`src/rtl/pika_pkg.sv`:
```
// Shared types and court geometry for the PikaBall match logic.
package pika_pkg;

  typedef enum logic [2:0] {
    ST_IDLE  = 3'd0,
    ST_SETUP = 3'd1,
    ST_SERVE = 3'd2,
    ST_RALLY = 3'd3,
    ST_POINT = 3'd4,
    ST_OVER  = 3'd5
  } state_e;

  localparam int VBUF_W   = 320;
  localparam int VBUF_H   = 200;
  localparam int NET_X    = 160;
  localparam int GROUND_Y = 199;
  localparam int BALL_W   = 40;

  localparam logic [1:0] WIN_NONE  = 2'b00;
  localparam logic [1:0] WIN_LEFT  = 2'b01;
  localparam logic [1:0] WIN_RIGHT = 2'b10;

  // Score increment that sticks at the winning score instead of wrapping.
  function automatic logic [3:0] sat_inc(input logic [3:0] s, input logic [3:0] lim);
    return (s >= lim) ? lim : s + 4'd1;
  endfunction

endpackage

```
`src/rtl/match_timer.sv`:
```
// Loadable down-counter; holds at zero and flags expiry.
module match_timer #(
  parameter int W = 27
) (
  input  logic         clk,
  input  logic         reset_n,
  input  logic         load,
  input  logic [W-1:0] load_val,
  output logic         expired
);

  logic [W-1:0] cnt_q, cnt_d;

  always_comb begin
    cnt_d = cnt_q;
    if (load)               cnt_d = load_val;
    else if (cnt_q != '0)   cnt_d = cnt_q - 1'b1;
  end

  always_ff @(posedge clk or negedge reset_n) begin
    if (!reset_n) cnt_q <= '0;
    else          cnt_q <= cnt_d;
  end

  assign expired = (cnt_q == '0);

endmodule

```
`src/rtl/match_ctrl.sv`:
```
// Match-flow FSM: serve / rally / point sequencing, grounding detection, scoring.
module match_ctrl
  import pika_pkg::*;
#(
  parameter int SETUP_CYCLES = 4,
  parameter int SERVE_CYCLES = 50_000_000,
  parameter int PAUSE_CYCLES = 100_000_000,
  parameter int WIN_SCORE    = 15
) (
  input  logic        clk,
  input  logic        reset_n,
  input  logic        start_btn,
  input  logic [11:0] ball_x,
  input  logic [11:0] ball_y,
  output logic        obj_rst_n,
  output logic        serve_side,
  output logic        ball_launch,
  output logic [3:0]  score_l,
  output logic [3:0]  score_r,
  output logic [1:0]  winner,
  output logic [2:0]  state
);

  localparam logic [26:0] SETUP_LD = 27'(SETUP_CYCLES - 1);
  localparam logic [26:0] SERVE_LD = 27'(SERVE_CYCLES - 1);
  localparam logic [26:0] PAUSE_LD = 27'(PAUSE_CYCLES - 1);
  localparam logic [3:0]  WIN_LIM  = 4'(WIN_SCORE);

  state_e      state_q, state_d;
  logic [3:0]  sl_q, sl_d, sr_q, sr_d;
  logic [1:0]  win_q, win_d;
  logic        side_q, side_d;
  logic        launch_q, launch_d;
  logic        orst_q, orst_d;
  logic        start_q, gnd_q;

  logic        tmr_load, tmr_exp;
  logic [26:0] tmr_val;

  logic        start_edge, y_low, grounded, land_left;
  logic [12:0] centre;
  logic [3:0]  new_score;

  assign start_edge = start_btn & ~start_q;
  assign y_low      = (ball_y >= 12'(GROUND_Y));
  // Two consecutive low samples; gnd_q only accumulates while rallying.
  assign grounded   = (state_q == ST_RALLY) && gnd_q && y_low;
  assign centre     = {1'b0, ball_x} + 13'(BALL_W / 2);
  assign land_left  = (centre < 13'(NET_X));
  assign new_score  = land_left ? sat_inc(sr_q, WIN_LIM) : sat_inc(sl_q, WIN_LIM);

  match_timer #(.W(27)) u_timer (
    .clk      (clk),
    .reset_n  (reset_n),
    .load     (tmr_load),
    .load_val (tmr_val),
    .expired  (tmr_exp)
  );

  always_comb begin
    state_d  = state_q;
    sl_d     = sl_q;
    sr_d     = sr_q;
    win_d    = win_q;
    side_d   = side_q;
    launch_d = 1'b0;
    tmr_load = 1'b0;
    tmr_val  = '0;
    case (state_q)
      ST_IDLE, ST_OVER: begin
        if (start_edge) begin
          sl_d     = '0;
          sr_d     = '0;
          win_d    = WIN_NONE;
          side_d   = 1'b1;
          state_d  = ST_SETUP;
          tmr_load = 1'b1;
          tmr_val  = SETUP_LD;
        end
      end
      ST_SETUP: begin
        if (tmr_exp) begin
          state_d  = ST_SERVE;
          tmr_load = 1'b1;
          tmr_val  = SERVE_LD;
        end
      end
      ST_SERVE: begin
        if (tmr_exp) begin
          launch_d = 1'b1;
          state_d  = ST_RALLY;
        end
      end
      ST_RALLY: begin
        if (grounded) begin
          if (land_left) begin
            sr_d   = new_score;
            side_d = 1'b1;
          end else begin
            sl_d   = new_score;
            side_d = 1'b0;
          end
          if (new_score == WIN_LIM) begin
            win_d   = land_left ? WIN_RIGHT : WIN_LEFT;
            state_d = ST_OVER;
          end else begin
            state_d  = ST_POINT;
            tmr_load = 1'b1;
            tmr_val  = PAUSE_LD;
          end
        end
      end
      ST_POINT: begin
        if (tmr_exp) begin
          state_d  = ST_SETUP;
          tmr_load = 1'b1;
          tmr_val  = SETUP_LD;
        end
      end
      default: state_d = ST_IDLE;
    endcase
    orst_d = (state_d == ST_SERVE) || (state_d == ST_RALLY) || (state_d == ST_POINT);
  end

  always_ff @(posedge clk or negedge reset_n) begin
    if (!reset_n) begin
      state_q  <= ST_IDLE;
      sl_q     <= '0;
      sr_q     <= '0;
      win_q    <= WIN_NONE;
      side_q   <= 1'b1;
      launch_q <= 1'b0;
      orst_q   <= 1'b0;
      start_q  <= 1'b0;
      gnd_q    <= 1'b0;
    end else begin
      state_q  <= state_d;
      sl_q     <= sl_d;
      sr_q     <= sr_d;
      win_q    <= win_d;
      side_q   <= side_d;
      launch_q <= launch_d;
      orst_q   <= orst_d;
      start_q  <= start_btn;
      gnd_q    <= (state_q == ST_RALLY) ? y_low : 1'b0;
    end
  end

  assign obj_rst_n   = orst_q;
  assign serve_side  = side_q;
  assign ball_launch = launch_q;
  assign score_l     = sl_q;
  assign score_r     = sr_q;
  assign winner      = win_q;
  assign state       = state_q;

endmodule

```
`config.mk`:
```
export PLATFORM = sky130hd
export DESIGN_NAME = match_ctrl
export DESIGN_NICKNAME = d
export VERILOG_FILES = /design/src/rtl/pika_pkg.sv /design/src/rtl/match_timer.sv /design/src/rtl/match_ctrl.sv
export SDC_FILE = /design/constraint.sdc
export NUM_CORES = 1
export LEC_CHECK = 0
export CAP_MARGIN = 30
export CORE_MARGIN = 2
export CORE_UTILIZATION = 30
export CTS_CLUSTER_DIAMETER = 120
export DETAILED_ROUTE_END_ITERATION = 8
export GPL_TIMING_DRIVEN = 0
export PLACE_DENSITY = 0.54
export SETUP_SLACK_MARGIN = 0.3
export SLEW_MARGIN = 20
export SYNTH_ARGS = -nofsm -noshare
export SYNTH_HDL_FRONTEND = slang
export SYNTH_SLANG_ARGS = --single-unit
```
`constraint.sdc`:
```
create_clock -name clk -period 4.3 [get_ports clk]
set_clock_uncertainty 0.15 [all_clocks]
set_input_delay 0.645 -clock clk [delete_from_list [all_inputs] [get_ports clk]]
set_output_delay 0.645 -clock clk [all_outputs]
set_load 0.02 [all_outputs]
```
; ---- Word level (Yosys, flattened, before mapping)
; Cells that the tools add are included.
[word_totals]
reg_bits = 45
latchBits = 0
ram_bits = 0
mem_bits_ro = 0
inputBits = 27
word_cells = 90
n_memories = 0
[op_classes]
n_addsub = 4
n_mul = 0
n_div = 0
order_cmp = 4
eq_ne = 14
n_shift = 0
n_mux = 41
bitwise = 2
n_reduce_logical = 15
[op_table]
columns = op, n
row1 = 27-bit 2-to-1 mux, 4
row2 = 27-bit case mux with 4 select lines, 1
row3 = 4-bit 2-to-1 mux, 8
row4 = 27-bit zero test, 1
row5 = 27-bit nonzero test, 1
row6 = "27-bit by 1-bit subtractor with 27-bit output, second input constant", 1
row7 = 26-bit 2-to-1 mux, 1
row8 = 4-bit case mux with 2 select lines, 2
row9 = 3-bit 2-to-1 mux, 5
row10 = 3-bit case mux with 5 select lines, 1
row11 = "12-bit by 5-bit adder with 13-bit output, second input constant", 1
row12 = "13-bit by 8-bit less-than comparator with 1-bit output, second input constant", 1
row13 = "3-bit by 2-bit == test with 1-bit output, second input constant", 4
row14 = "12-bit by 8-bit greater-or-equal comparator with 1-bit output, second input constant", 1
row15 = 2-bit 2-to-1 mux, 6
row16 = 4-bit AND reduction, 3
row17 = 1-bit 2-to-1 mux, 10
row18 = "3-bit == test, second input constant", 3
row19 = "4-bit by 1-bit adder with 4-bit output, second input constant", 2
row20 = "4-bit greater-or-equal comparator, second input constant", 2
row21 = "2-bit inequality test, second input constant", 4
row22 = "4-bit == test, second input constant", 1
row23 = 2-bit case mux with 2 select lines, 1
row24 = 2-bit nonzero test, 2
row25 = 11 further kinds, 14

; ---- Longest topological paths before layout
; Gate-level depths: netlist of run 1.
[logic_depth]
ltp_word = 10
depth_mapped = 10
depth_no_buf = 8

; ---- By module
; From an unflattened synthesis of run 1, not the netlist that was laid out.
[unflattened]
hier_cells = 291
area_unflattened_um2 = 2740.1
[by_module_without_submodules]
columns = module, instances, cells_each, area_each_um2, seq_area_each_um2
row1 = match_timer, 1, 169, 1600.3, 675.6
row2 = match_ctrl, 1, 122, 1139.8, 451.7

; ---- Least setup slack after synthesis of run 1
; OpenSTA, ideal clock, no wires.
[synth_path]
path_kind = in2reg
startpoint = in ball_x[3]
endpoint = reg state_q[0], in the netlist state[0]
setup_time_ns = 0.132
arrival_ns = 2.241
setup_slack_ns = 1.778
path_stages = 6
cell_sequence = a2111oi_0 -> o21ai_1 -> nand3_1 -> nand3b_1 -> a21oi_1 -> or3b_1
[synth_via]
elab_chain_len = 7
[synth_lines]
columns = element, line
row1 = "start, declared", match_ctrl.sv:13  ; input logic [11:0] ball_x,
row2 = 12-bit by 5-bit adder with 13-bit output, match_ctrl.sv:48  ; assign centre = {1'b0, ball_x} + 13'(BALL_W / 2);
row3 = 13-bit by 8-bit less-than comparator with 1-bit output, match_ctrl.sv:49  ; assign land_left = (centre < 13'(NET_X));
row4 = 4-bit 2-to-1 mux, match_ctrl.sv:50  ; assign new_score = land_left ? sat_inc(sr_q, WIN_LIM) : sat_inc(sl_q, WIN_LIM);
row5 = 4-bit == test, match_ctrl.sv:103  ; if (new_score == WIN_LIM) begin
row6 = 1-bit 2-to-1 mux, match_ctrl.sv:103
row7 = 3-bit 2-to-1 mux, match_ctrl.sv:95  ; if (grounded) begin
row8 = 3-bit case mux with 5 select lines, match_ctrl.sv:69  ; case (state_q)
row9 = via state_d[0], match_ctrl.sv:29  ; state_e state_q, state_d;
row10 = "end signal, assigned", match_ctrl.sv:137  ; state_q <= state_d;
row11 = "end, declared", match_ctrl.sv:29
; The timed path passes the listed nets, and every way through them passes these cells.
; A chain may end at the register's enable or synchronous reset.

; ---- Final worst setup path of run 1
; Ends and elaborated chain as after synthesis.

==> reports/qor.txt, run 1 <==
via count - 2081
Detailed Routing Iterations Pass 1 - 4
Comb pwr share - 0.408
placed inst area - 3055 µm²
r2r endpoint - state[0]
crit start category - input pin
Pint - 1.069 mW
final non-filler cell total - 412
IO buf count - 40
count leader, synth - dfrtp_1
commonest cells in the synthesized netlist - dfrtp_1 (44), nor2_1 (24), xnor2_1 (19)
crit path from - ball_x[3]
core area - 8175 µm²
sw frac - 0.3882
Post-synth ARST share - 1.000
Crit path largest cell delay - 0.54 ns
Hold WC Path Type - in -> async
Yosys top cell by area - dfrtp_1
final setup fails - 0
proportion of layout cells with a drive suffix above 1 - 0.1270
fin area - 3184 µm²
Max Cap Viol - 0
Crit. End Element - register
worst-margin pin slew - 0.8093 ns
Die Area - 9110 µm²
worst r2r path cells - 7
CTS clk-pin slew, worst paths - 0.10 ns
cts repair resizes - 0
simple-gate portion of the synthesized area - 0.2524
Top Ports - 43
Distinct cells, synth - 50
Synth area leaders - dfrtp_1 (44%), xnor2_1 (6.6%), o21ai_0 (3.6%), nor2_1 (3.6%), o21ai_2 (3.5%)
Flop pwr share - 0.391
Seq. cell area - 1127 µm²
Post-Synth Adder-Cell Area - 0.02394
Setup TNS - 0 ns
first-pass GRT wire length - 9.894 mm
fin crit period - 3.063 ns
vias per std cell - 5.051
Tcrit/Tclk final - 0.7123
# fillers - 834
drt drc - 0
Initial Util - 0.3069
mux contribution to synthesized area - 0.007980
clock root buffer - clkbuf_8
Avg Cell Area, Syn - 9.761 µm²
top-area cell type share of the netlist area - 0.4389
Setup Buffers After CTS - 0
Critical Path Sink - state[0]
initial antenna violation count - 0
run status - finished, final reports clean
Syn Inst Count - 257
drt wl/cell - 13.83 µm
Die W - 95.45 µm
post-route ant nets - 0
Max Fclk - 0.3265 GHz
Slew HR - 0.4555
dominant synthesized flop cell - dfrtp_1
CP cell instances - clkdlybuf4s50_1 > a2111oi_0 > o21ai_1 > nand3_1 > nand3b_1 > a21oi_1 > or3b_1
latest clock arrival within the worst-skew pair - 0.30 ns
Nets - 337
YS warnings - 0
gr usage total - 0.1386
Vert. Die Dim - 95.45 µm
fin util - 0.3895
r2r startpoint - state[1]
post-synthesis compound-gate area fraction - 0.1506
final wirelength - 5.697 mm
Worst EP arrival - 3.10 ns
number of flops mapped to enable cells by yosys - 0
CTS tree - yes
area taken by multi-input logic gates - 1319 µm²
leakage power - 1.303 nW
WS Path Type - in -> reg
total grt overflow - 0
synthesized cell area - 2509 µm²
num rows - 33
clock share of power - 0.201
P&R area growth vs syn - 26.93%
Cell Pwr Density - 548.6 nW/µm²
Sinks on Clock Net - 45
total power - 1.747 mW
reg-to-reg setup timing slack - 1.37 ns
WP data required - 4.33 ns
Peak VDD IR - 0.0001888 V
Slew Limit Fails - 0
RSZ-0062 raised after global routing - no
final hold vios - 0
slowest CP cell - a2111oi_0
Syn Nets - 288
Seq/Total Area, Yosys - 0.4494
Post-CTS Hold Buffers - 0
Yosys reg bits - 45
antenna fix cells - 0
placed insts - 403
total CTS buffers - 5
largest net degree at the start of global routing - 29
NetSw - 0.6780 mW
CTS max path bufs - 2
dominant combinational cell family by area after synthesis - simple AND/OR/NAND/NOR gates
worst-path fanout max - 9
XOR/XNOR share of the synthesized area - 0.09077
vias in the first global route - 2030
H-tree Lvls - 2
DR iter-0 viols - 63
gpl congestion - 0.7367
Detail Placement HPWL - 4.214 mm
[worst max-delay path: cells and delay by family]
family                 cells  cell delay (ns)
buffers and inverters      1             0.40
AOI/OAI and AO/OA          3             1.18
and+or+nand+nor            3             0.87
[routing by layer]
| layer | part of all wire | GRT usage |
|---|---|---|
| met5 | 0 | 0 |
| met4 | 0.0097 | 0.03929 |
| met1 | 0.48 | 0.1956 |
| met2 | 0.46 | 0.2165 |
| met3 | 0.042 | 0.02688 |
[stage by stage]
step           hold WS [ns]  setup slack, ns
6_report             0.1238            1.237
5_1_grt              0.1412           0.9777
4_1_cts              0.1293            1.219
3_5_place_dp         0.3428           0.8969
3_3_place_gp         0.3460           0.8741
2_1_floorplan        0.1994            1.778
[cells in the final DEF, fill, tap and decap left out, drive strengths merged, types with 3 or more instances in the layout]
master / instances
a21oi: 11
a31oi: 5
buf: 8
clkbuf: 9
clkdlybuf4s50: 39
dfrtp: 44
ha: 4
inv: 5
nand2: 11
nand2b: 9
nand3: 11
nand4: 5
nor2: 25
nor3: 12
nor4: 11
o21a: 3
o21ai: 31
or2: 4
or4: 5
xnor2: 19
xor2: 7
[flip-flops by register name, indices dropped and copies added (netlist names)]
| signal | count |
|---|---|
| winner | 2 |
| score_r | 4 |
| state | 3 |
| score_l | 4 |
| u_timer.cnt_q | 27 |
| obj_rst_n | 1 |
| ball_launch | 1 |
| gnd_q | 1 |
| start_q | 1 |
| serve_side | 1 |
[cell families after synthesis]
logic type / count (synthesis)
AND/OR/NAND/NOR: 108
AO/OA/AOI/OAI: 59
flip-flops: 45
XOR/XNOR: 26
buffers and inverters: 12
adder cells (fa/ha/maj): 5
multiplexers: 2
[power groups by stage]
| stage | combinational [mW] | clock [mW] | sequential (mW) |
|---|---|---|---|
| 2_1_floorplan | 0.500 | 0 | 0.695 |
| 3_3_place_gp | 0.705 | 0 | 0.687 |
| 3_5_place_dp | 0.714 | 0 | 0.690 |
| 4_1_cts | 0.720 | 0.366 | 0.683 |
| 5_1_grt | 0.797 | 0.383 | 0.699 |
| 6_report | 0.712 | 0.351 | 0.683 |
[cell type report]
cell class,count,share of cell area
inverter,4,0.004715
clock inverter,2,0.01297
multi-input combinational,200,0.4141
timing repair buffer,42,0.1320
clock buffer,6,0.02593
sequential,45,0.3540
buffer,8,0.01493
tap,105,0.04126
[how the worst min path moves through the flow]
stage	from	end	slack (ns)	cells past startpoint
floorplan	reset_n	ball_launch	0.20	0
global placement	serve_side	serve_side	0.35	2
detailed placement	serve_side	serve_side	0.34	2
CTS	reset_n	u_timer.cnt_q[4]	0.13	1
global route	reset_n	u_timer.cnt_q[4]	0.14	1
finish	reset_n	u_timer.cnt_q[4]	0.12	1
(Power assumes the default switching activity.)
==> inputs of run 2 (changes only) <==
Settings changed: PLACE_DENSITY 0.54 to 0.56.
Clock period 4.3 ns to 2.5 ns, I/O delays scaled along.
==> reports/qor.txt, run 2 (synthesized netlist as in run 1, its figures left out) <==
final setup fails - 0 (unchanged)
placed insts - 403 (unchanged)
P&R area growth vs syn - 49.98% (was 26.93%)
crit start category - register (was input pin)
H-tree Lvls - 2 (unchanged)
Nets - 367 (was 337)
final hold vios - 0 (unchanged)
total grt overflow - 0 (unchanged)
RSZ-0062 raised after global routing - yes (was no)
drt wl/cell - 14.39 µm (was 13.83 µm)
hold path depth - 1
DR iter-0 viols - 66 (was 63)
Max Cap Viol - 0 (unchanged)
met3 Use GR - 0.03478 (was 0.02688)
Vert. Die Dim - 95.45 µm (unchanged)
Cell Pwr Density - 909.5 nW/µm² (was 548.6 nW/µm²)
proportion of layout cells with a drive suffix above 1 - 0.3333 (was 0.1270)
Flop pwr share - 0.353 (was 0.391)
Max Fclk - 0.4016 GHz
Sinks on Clock Net - 45 (unchanged)
clock share of power - 0.131 (was 0.201)
WP data required - 2.53 ns (was 4.33 ns)
run status - finished, final reports clean (unchanged)
fin crit period - 2.490 ns
num rows - 33 (unchanged)
CTS tree - yes (unchanged)
WS Path Type - reg -> reg (was in -> reg)
total power - 3.422 mW (was 1.747 mW)
GRT met1 Usage - 0.2011 (was 0.1956)
worst-margin pin slew - 0.4407 ns (was 0.8093 ns)
final non-filler cell total - 441 (was 412)
sw frac - 0.3996 (was 0.3882)
vias per std cell - 5.023 (was 5.051)
largest net degree at the start of global routing - 30 (was 29)
Initial Util - 0.3069 (unchanged)
clock root buffer - clkbuf_8 (unchanged)
Crit. End Element - register (unchanged)
Top reg by flops - u_timer.cnt_q (unchanged)
Detail Placement HPWL - 4.108 mm (was 4.214 mm)
Slew Limit Fails - 0 (unchanged)
Tcrit/Tclk final - 0.9960
first-pass GRT wire length - 10.58 mm (was 9.894 mm)
worst r2r path cells - 8 (was 7)
commonest non-fill, non-tap cells in the layout - dfrtp_1 (43), clkdlybuf4s50_1 (36), buf_4 (20) (was dfrtp_1 (44), clkdlybuf4s50_1 (39), nor2_1 (24))
antenna fix cells - 0 (unchanged)
core area - 8175 µm² (unchanged)
Detailed Routing Iterations Pass 1 - 4 (unchanged)
gpl congestion - 0.7389 (was 0.7367)
Slew HR - 0.7039 (was 0.4555)
Top Ports - 43 (unchanged)
gr usage total - 0.1481 (was 0.1386)
Die W - 95.45 µm (unchanged)
commonest non-fill, non-tap cell in the layout - dfrtp_1 (unchanged)
latest clock arrival within the worst-skew pair - 0.30 ns (about the same)
drt drc - 0 (unchanged)
CTS max path bufs - 2 (unchanged)
via count - 2215 (was 2081)
GR peak layer - met2 (unchanged)
CTS clk-pin slew, worst paths - 0.10 ns (about the same)
final wirelength - 6.344 mm (was 5.697 mm)
Peak VDD IR - 0.0003599 V (was 0.0001888 V)
leakage power - 1.539 nW (was 1.303 nW)
post-route ant nets - 0 (unchanged)
IO buf count - 40 (unchanged)
max reg flops - 27 (unchanged)
NetSw - 1.367 mW (was 0.6780 mW)
worst-path fanout max - 4 (was 9)
Pint - 2.054 mW (was 1.069 mW)
Worst EP arrival - 2.52 ns (was 3.10 ns)
vias in the first global route - 2224 (was 2030)
Comb pwr share - 0.516 (was 0.408)
Hold WC Path Type - reg -> reg (was in -> async)
initial antenna violation count - 0 (unchanged)
Die Area - 9110 µm² (unchanged)
total CTS buffers - 5 (unchanged)
GR Layer Usage met2 - 0.2394 (was 0.2165)
run 2: critical path, stage by stage (launching register included):
cell and delay, ns:
dfrtp_1 0.40, or4_4 0.53, buf_6 0.15, nor4_4 0.21, and4_1 0.23, buf_6 0.13, mux2i_2 0.08, a21oi_2 0.13
or3b_1 0.36
run 2: area by class of cell:
type | count | area, µm²
multi-input combinational | 200 | 1600
sequential | 45 | 1129
timing repair buffer | 72 | 705.7
fill | 784 | 4413
clock inverter | 2 | 13.76
inverter | 4 | 15.01
tap | 105 | 131.4
buffer | 8 | 98.84
clock buffer | 5 | 68.82
run 2: layer usage:
layer | share of wire | vias up
met1 | 0.46 | 1063
met4 | 0.0074 | 0
li1 | - | 1094
met3 | 0.042 | 4
met2 | 0.49 | 54
met5 | 0 | -
run 2: what timing repair did:
| action | CTS | global route |
|---|---|---|
| resized for setup | 46 | 49 |
| setup endpoints to repair | 42 | 42 |
| hold endpoints to repair | 16 | 0 |
| buffers inserted | 22 | 6 |
| hold buffers | 1 | 0 |
| cloned | 2 | 0 |
| pin swaps | 25 | 13 |
run 2: path summary, 6_finish.rpt:
| kind | startpoint | end | slack, ns |
|---|---|---|---|
| setup / recovery | u_timer.cnt_q[2] | state[0] | 0.01 |
| hold / removal | winner[0] | winner[0] | 0.35 |
| setup reg to reg | u_timer.cnt_q[2] | state[0] | 0.01 |
| hold reg to reg | winner[0] | winner[0] | 0.35 |
| max in group asynchronous | reset_n | serve_side | 1.24 |
| min in group asynchronous | reset_n | u_timer.cnt_q[5] | 0.37 |
run 2: power groups by stage:
stage | registers (mW) | logic, mW | clock network [mW]
floorplan | 1.20 | 0.871 | 0
global placement | 1.18 | 1.22 | 0
detailed placement | 1.18 | 1.24 | 0
CTS | 1.18 | 1.57 | 0.472
global route | 1.24 | 1.93 | 0.503
finish | 1.21 | 1.76 | 0.448
run 2: through the flow:
| step | cell area (µm²) | util | hold slack, ns | setup WS, ns | TNS, ns |
|---|---|---|---|---|---|
| after floorplan | 2525 | - | -0.07059 | 0.04240 | 0 |
| after global placement | 3057 | 0.3739 | 0.3459 | -0.6548 | -33.17 |
| after detailed placement | 3072 | 0.3757 | 0.1827 | -0.6420 | -12.98 |
| after CTS | 3528 | 0.4316 | 0.3590 | -0.05320 | -0.3304 |
| after global routing | 3762 | 0.4602 | 0.3660 | -0.05342 | -0.3804 |
| final | 3762 | 0.4602 | 0.3503 | 0.01006 | 0 |
